File: config.mk
export PLATFORM = sky130hd
export DESIGN_NAME = axis_pe_result_packer
export DESIGN_NICKNAME = d
export VERILOG_FILES = /design/src/rtl/axis_pe_pkg.sv /design/src/rtl/axis_pe_out_reg.sv /design/src/rtl/axis_pe_result_packer.sv
export SDC_FILE = /design/constraint.sdc
export NUM_CORES = 1
export LEC_CHECK = 0
export BUFFER_PORTS_ARGS = -buffer_cell sky130_fd_sc_hd__buf_2
export CAP_MARGIN = 40
export CORE_MARGIN = 4
export CORE_UTILIZATION = 40
export DETAILED_ROUTE_END_ITERATION = 10
export HOLD_SLACK_MARGIN = 0.06
export RECOVER_POWER = 100
export SYNTH_ARGS = -nofsm -noshare
export SYNTH_HDL_FRONTEND = slang
export SYNTH_HIERARCHICAL = 1
export SYNTH_SLANG_ARGS = --single-unit
File: constraint.sdc
create_clock -name aclk -period 3.4 [get_ports aclk]
set_clock_uncertainty 0.05 [all_clocks]
set_input_delay 0.68 -clock aclk [delete_from_list [all_inputs] [get_ports aclk]]
set_output_delay 0.68 -clock aclk [all_outputs]
set_load 0.005 [all_outputs]
File: src/rtl/axis_pe_pkg.sv
// rtl/axis_pe_pkg.sv - shared constants and keep-mask helper for the PE result packer
package axis_pe_pkg;

    localparam int DATA_WIDTH = 32;
    localparam int LANE_WIDTH = 8;
    localparam int LANES      = DATA_WIDTH / LANE_WIDTH;
    localparam int CNT_W      = $clog2(LANES);
    localparam int KEEP_W     = DATA_WIDTH / 8;
    localparam int LANE_BYTES = LANE_WIDTH / 8;

    // Byte mask covering lanes 0..cnt; cnt == LANES-1 yields all ones.
    function automatic logic [KEEP_W-1:0] keep_from_count(input logic [CNT_W-1:0] cnt);
        logic [KEEP_W-1:0] keep;
        keep = '0;
        for (int i = 0; i < KEEP_W; i++) begin
            if ((i / LANE_BYTES) <= int'(cnt)) begin
                keep[i] = 1'b1;
            end
        end
        return keep;
    endfunction

endpackage

File: src/rtl/axis_pe_out_reg.sv
// rtl/axis_pe_out_reg.sv - single-entry stream holding register with valid/ready
module axis_pe_out_reg #(
    parameter int DATA_WIDTH = 32,
    parameter int KEEP_WIDTH = DATA_WIDTH / 8
) (
    input  logic                  aclk,
    input  logic                  aresetn,
    input  logic                  load,
    input  logic [DATA_WIDTH-1:0] ld_tdata,
    input  logic                  ld_tlast,
    input  logic [KEEP_WIDTH-1:0] ld_tkeep,
    output logic                  in_ready,
    input  logic                  m_axis_tready,
    output logic [DATA_WIDTH-1:0] m_axis_tdata,
    output logic                  m_axis_tvalid,
    output logic                  m_axis_tlast,
    output logic [KEEP_WIDTH-1:0] m_axis_tkeep
);

    // A load on the same edge as a drain reloads without a bubble.
    assign in_ready = !m_axis_tvalid || m_axis_tready;

    always_ff @(posedge aclk or negedge aresetn) begin
        if (!aresetn) begin
            m_axis_tvalid <= 1'b0;
            m_axis_tdata  <= '0;
            m_axis_tlast  <= 1'b0;
            m_axis_tkeep  <= '0;
        end else if (load) begin
            m_axis_tvalid <= 1'b1;
            m_axis_tdata  <= ld_tdata;
            m_axis_tlast  <= ld_tlast;
            m_axis_tkeep  <= ld_tkeep;
        end else if (m_axis_tvalid && m_axis_tready) begin
            m_axis_tvalid <= 1'b0;
        end
    end

endmodule

File: src/rtl/axis_pe_result_packer.sv
// rtl/axis_pe_result_packer.sv - packs four 8-bit PE results per word; AXIS_PE_PACK_STATS_EN adds counters
module axis_pe_result_packer #(
    parameter int DATA_WIDTH = 32,
    parameter int LANE_WIDTH = 8
) (
    input  logic                    aclk,
    input  logic                    aresetn,
    input  logic                    en,
    output logic                    s_axis_tready,
    input  logic [DATA_WIDTH-1:0]   s_axis_tdata,
    input  logic                    s_axis_tvalid,
    input  logic                    s_axis_tlast,
    input  logic                    m_axis_tready,
    output logic [DATA_WIDTH-1:0]   m_axis_tdata,
    output logic                    m_axis_tvalid,
    output logic                    m_axis_tlast,
    output logic [DATA_WIDTH/8-1:0] m_axis_tkeep
`ifdef AXIS_PE_PACK_STATS_EN
    ,
    input  logic                    stats_clr,
    output logic [31:0]             pkt_count,
    output logic [31:0]             word_count
`endif
);

    import axis_pe_pkg::*;

    localparam logic [CNT_W-1:0] LAST_LANE = CNT_W'(LANES - 1);

    logic [CNT_W-1:0]                 cnt;
    logic [(LANES-1)*LANE_WIDTH-1:0]  asm_q;
    logic                             mode;
    logic                             cur_mode;
    logic                             completing;
    logic                             accept;
    logic                             load;
    logic                             out_ready;
    logic [LANE_WIDTH-1:0]            lane_in;
    logic [DATA_WIDTH-1:0]            pack_word;
    logic [DATA_WIDTH-1:0]            ld_tdata;
    logic [DATA_WIDTH/8-1:0]          ld_tkeep;

    always_comb begin
        // en only takes effect at a word boundary; mid-word the latched mode holds.
        cur_mode      = (cnt == '0) ? en : mode;
        completing    = (cnt == LAST_LANE) || s_axis_tlast || !cur_mode;
        s_axis_tready = completing ? out_ready : 1'b1;
        accept        = s_axis_tvalid && s_axis_tready;
        load          = accept && completing;
        lane_in       = s_axis_tdata[LANE_WIDTH-1:0];

        pack_word = '0;
        for (int i = 0; i < LANES - 1; i++) begin
            if (i < int'(cnt)) begin
                pack_word[i*LANE_WIDTH +: LANE_WIDTH] = asm_q[i*LANE_WIDTH +: LANE_WIDTH];
            end
        end
        for (int i = 0; i < LANES; i++) begin
            if (i == int'(cnt)) begin
                pack_word[i*LANE_WIDTH +: LANE_WIDTH] = lane_in;
            end
        end

        ld_tdata = cur_mode ? pack_word : s_axis_tdata;
        ld_tkeep = cur_mode ? keep_from_count(cnt) : '1;
    end

    always_ff @(posedge aclk or negedge aresetn) begin
        if (!aresetn) begin
            cnt   <= '0;
            asm_q <= '0;
            mode  <= 1'b1;
        end else begin
            mode <= cur_mode;
            if (accept) begin
                if (completing) begin
                    cnt   <= '0;
                    asm_q <= '0;
                end else begin
                    for (int i = 0; i < LANES - 1; i++) begin
                        if (i == int'(cnt)) begin
                            asm_q[i*LANE_WIDTH +: LANE_WIDTH] <= lane_in;
                        end
                    end
                    cnt <= cnt + 1'b1;
                end
            end
        end
    end

    axis_pe_out_reg #(
        .DATA_WIDTH (DATA_WIDTH),
        .KEEP_WIDTH (DATA_WIDTH / 8)
    ) u_out_reg (
        .aclk          (aclk),
        .aresetn       (aresetn),
        .load          (load),
        .ld_tdata      (ld_tdata),
        .ld_tlast      (s_axis_tlast),
        .ld_tkeep      (ld_tkeep),
        .in_ready      (out_ready),
        .m_axis_tready (m_axis_tready),
        .m_axis_tdata  (m_axis_tdata),
        .m_axis_tvalid (m_axis_tvalid),
        .m_axis_tlast  (m_axis_tlast),
        .m_axis_tkeep  (m_axis_tkeep)
    );

`ifdef AXIS_PE_PACK_STATS_EN
    always_ff @(posedge aclk or negedge aresetn) begin
        if (!aresetn) begin
            pkt_count  <= '0;
            word_count <= '0;
        end else if (stats_clr) begin
            pkt_count  <= '0;
            word_count <= '0;
        end else if (m_axis_tvalid && m_axis_tready) begin
            word_count <= word_count + 32'd1;
            if (m_axis_tlast) begin
                pkt_count <= pkt_count + 32'd1;
            end
        end
    end
`endif

endmodule
==> qor.txt <==
Status = finished with violations
Failing checks = max-capacitance violations, max-slew violations
Syn nets = 353
Setup TNS = 0 ns
Htree depth = 3
Crit-path max FO = 30
Slew Viols, Final = 32
Die area = 10200 µm²
Synth warn = 6
Area contributors post-synth = dfrtp_1 46%, mux2_2 8.5%, mux2_4 8.3%, nand2_1 4.0%, o22ai_2 4.0%
R2R cell count = 7
Maximum VDD drop = 0.311 mV
Synth-to-Final Area Change = 16.1%
Antenna violations before repair = 0
Vias in the first global route = 2634
I/O Pins = 77
Initial Util = 41.6%
Crit-path max cell delay = 0.75 ns
Worst Path Arrival = 2.97 ns
CP max-delay cell = nor2b_1
Synth top area share = 46.3%
Final core utilization = 48.3%
Yosys reg bits = 65
Largest net degree at the start of global routing = 35
GPL Wtd Cong = 0.730
DP Area = 3930 µm²
Tmin final = 2.80 ns
FF-to-FF End = u_out_reg/m_axis_tdata[11]
Area occupied by multi-input gates = 1590 µm²
Most frequent cells in the layout = 64 x dfrtp_1, 57 x buf_2, 37 x nand2_1, 31 x nor2_1, 25 x mux2_2
Vias per cell = 5.34
Total track usage = 17.9%
Cts-stage hold buffer count = 0
Final Cell Area = 4010 µm²
Total power = 2.86 mW
DP HPWL = 5.94 mm
Final Hold Fails = 0
Sequential fraction of the synthesis area = 47.1%
Longest Clk Path Bufs = 2
Min-delay src = asm_q[2]
Synth Cell Area = 3460 µm²
Crit. path cell count = 7
Total grt overflow = 0
Post-CTS sizing = 0
Fillers = 794
DRT iter0 DRCs = 159
Post-CTS setup buffer count = 0
Worst r2r src = cnt[1]
Synth cell types = 31
FF+latch area = 1630 µm²
Lkg Pwr = 1.83 nW
First-pass GRT wire length = 14.1 mm
Least-Margin Pin Slew = 1.81 ns
CTS tree = done
Buf/Inv on CP = 2
Routed via count = 2634
Final antenna-violating net count = 0
# DRC = 0
Core region area = 8300 µm²
CP endpoint kind = register
Hold Path Sink = asm_q[2]
Routed length per placed instance = 17.5 µm
Crit-path cells = inv_1 -> ha_1 -> mux2i_2 -> or3_1 -> nor2b_1 -> buf_12 -> mux2_1
Startpoint types = register
Worst hold path type = reg2reg
Slew Limit Headroom = -20.4%
CP Class = reg2reg
Reg-to-reg slack, setup = 0.60 ns
Dominant cell type by area after synthesis = dfrtp_1
Final setup vio count = 0
Layout net count = 426
Mean Syn Cell Area = 11.1 µm²
Worst-Skew Late Latency = 0.34 ns
Share of cells above drive strength 1 = 30.4%
Worst EP required = 3.57 ns
Die width = 101 µm
Final wirelength = 8.62 mm
FMAX = 0.357 GHz
Pwr dens = 713 nW/µm²
Mapped Cells = 310
RSZ-0062 raised after global routing = false
Num rows = 33
Maxcap violations = 1
Die height = 101 µm
CP top delay family = simple AND/OR/NAND/NOR gates
Sink Count = 65
TritonCTS Buffers = 9
Ant diodes = 0
Period utilization = 82.3%
Root Driver = clkbuf_8
Quantity of I/O buffers inserted on ports = 76
Drt pass-1 iters = 4
Commonest non-fill, non-tap cell in the layout = dfrtp_1
Worst-path clk slew = 0.08 ns
Hold Path Depth = 1
[layout make-up]
cell class / count / share of cell area, %
well taps: 105 / 3.28
repair buffers: 85 / 11.0
clock buffers: 10 / 3.43
clock inverters: 6 / 1.65
inverters: 4 / 0.374
multi-input cells: 218 / 39.7
flip-flops and latches: 65 / 40.6
[cell families (layout without fill, tap and decap cells)]
family	count (synthesis)	after routing	share of synthesized area [%]
and+or+nand+nor	107	107	14.9
DFF	65	65	47.1
AOI/OAI and AO/OA	57	57	14.0
muxes	48	48	17.7
buffers and inverters	27	105	4.34
adders and majority gates	5	5	1.81
other	1	1	0.109
[metal layers]
metal  part of all wire [%]  global-route usage (%)
met1                     47                    25.9
met2                     47                    26.8
met3                    4.5                    2.91
met4                    1.6                    6.95
met5                      0                       0
[report_power, final]
part | switching (mW) | leakage [nW] | internal, mW
registers | 0.139 | 0.830 | 1.03
clock network | 0.317 | 0.0949 | 0.359
logic | 0.540 | 0.904 | 0.477
total | 0.996 | 1.83 | 1.86
[cells in the mapped netlist]
cell type,n
a221oi_1,15
dfstp_2,1
or3_1,2
nand3_1,8
dfrtp_1,64
mux2_2,26
inv_2,1
nor4bb_1,1
buf_1,5
mux2_4,19
or4b_1,1
ha_1,5
conb_1,1
buf_2,3
inv_1,3
nand3b_1,1
nand2_1,37
a31oi_1,17
mux2i_2,1
o22ai_1,5
mux2i_1,2
nor4b_4,1
o211ai_1,1
nor2_1,31
nand2b_1,4
o22ai_2,11
clkbuf_1,9
a22o_1,8
nor2b_1,20
and2_1,1
buf_6,6
[through the flow]
step | setup slack [ns] | instances | hold WS, ns
6_report | 0.601 | 493 | 0.452
4_1_cts | 0.764 | 493 | 0.316
3_3_place_gp | 0.975 | 476 | 0.428
2_1_floorplan | 0.962 | 310 | 0.334
5_1_grt | 0.408 | 493 | 0.474
3_5_place_dp | 0.953 | 477 | 0.432
[how the worst max path moves through the flow]
stage                             start  slack, ns                    endpoint
after floorplan                  cnt[1]       0.96  u_out_reg/m_axis_tdata[10]
after CTS                        cnt[1]       0.76               s_axis_tready
after global placement    s_axis_tvalid       0.97   u_out_reg/m_axis_tkeep[3]
after detailed placement  s_axis_tvalid       0.95  u_out_reg/m_axis_tdata[31]
after global routing             cnt[0]       0.41                      cnt[0]
final                            cnt[1]       0.60  u_out_reg/m_axis_tdata[11]
[worst register-to-register path, stage by stage (launching register included)]
cell and delay, ns:
dfrtp_1 0.44, inv_1 0.12, ha_1 0.24, mux2i_2 0.25, or3_1 0.17, nor2b_1 0.75, buf_12 0.29, mux2_1 0.37
[registers in the layout (all words and copies together), names as in the netlist]
name and cells:
u_out_reg/m_axis_tkeep 4, asm_q 24, u_out_reg/m_axis_tdata 32, u_out_reg/m_axis_tvalid 1, u_out_reg/m_axis_tlast 1, mode 1, cnt 2
Power figures use the tool's default switching activity.
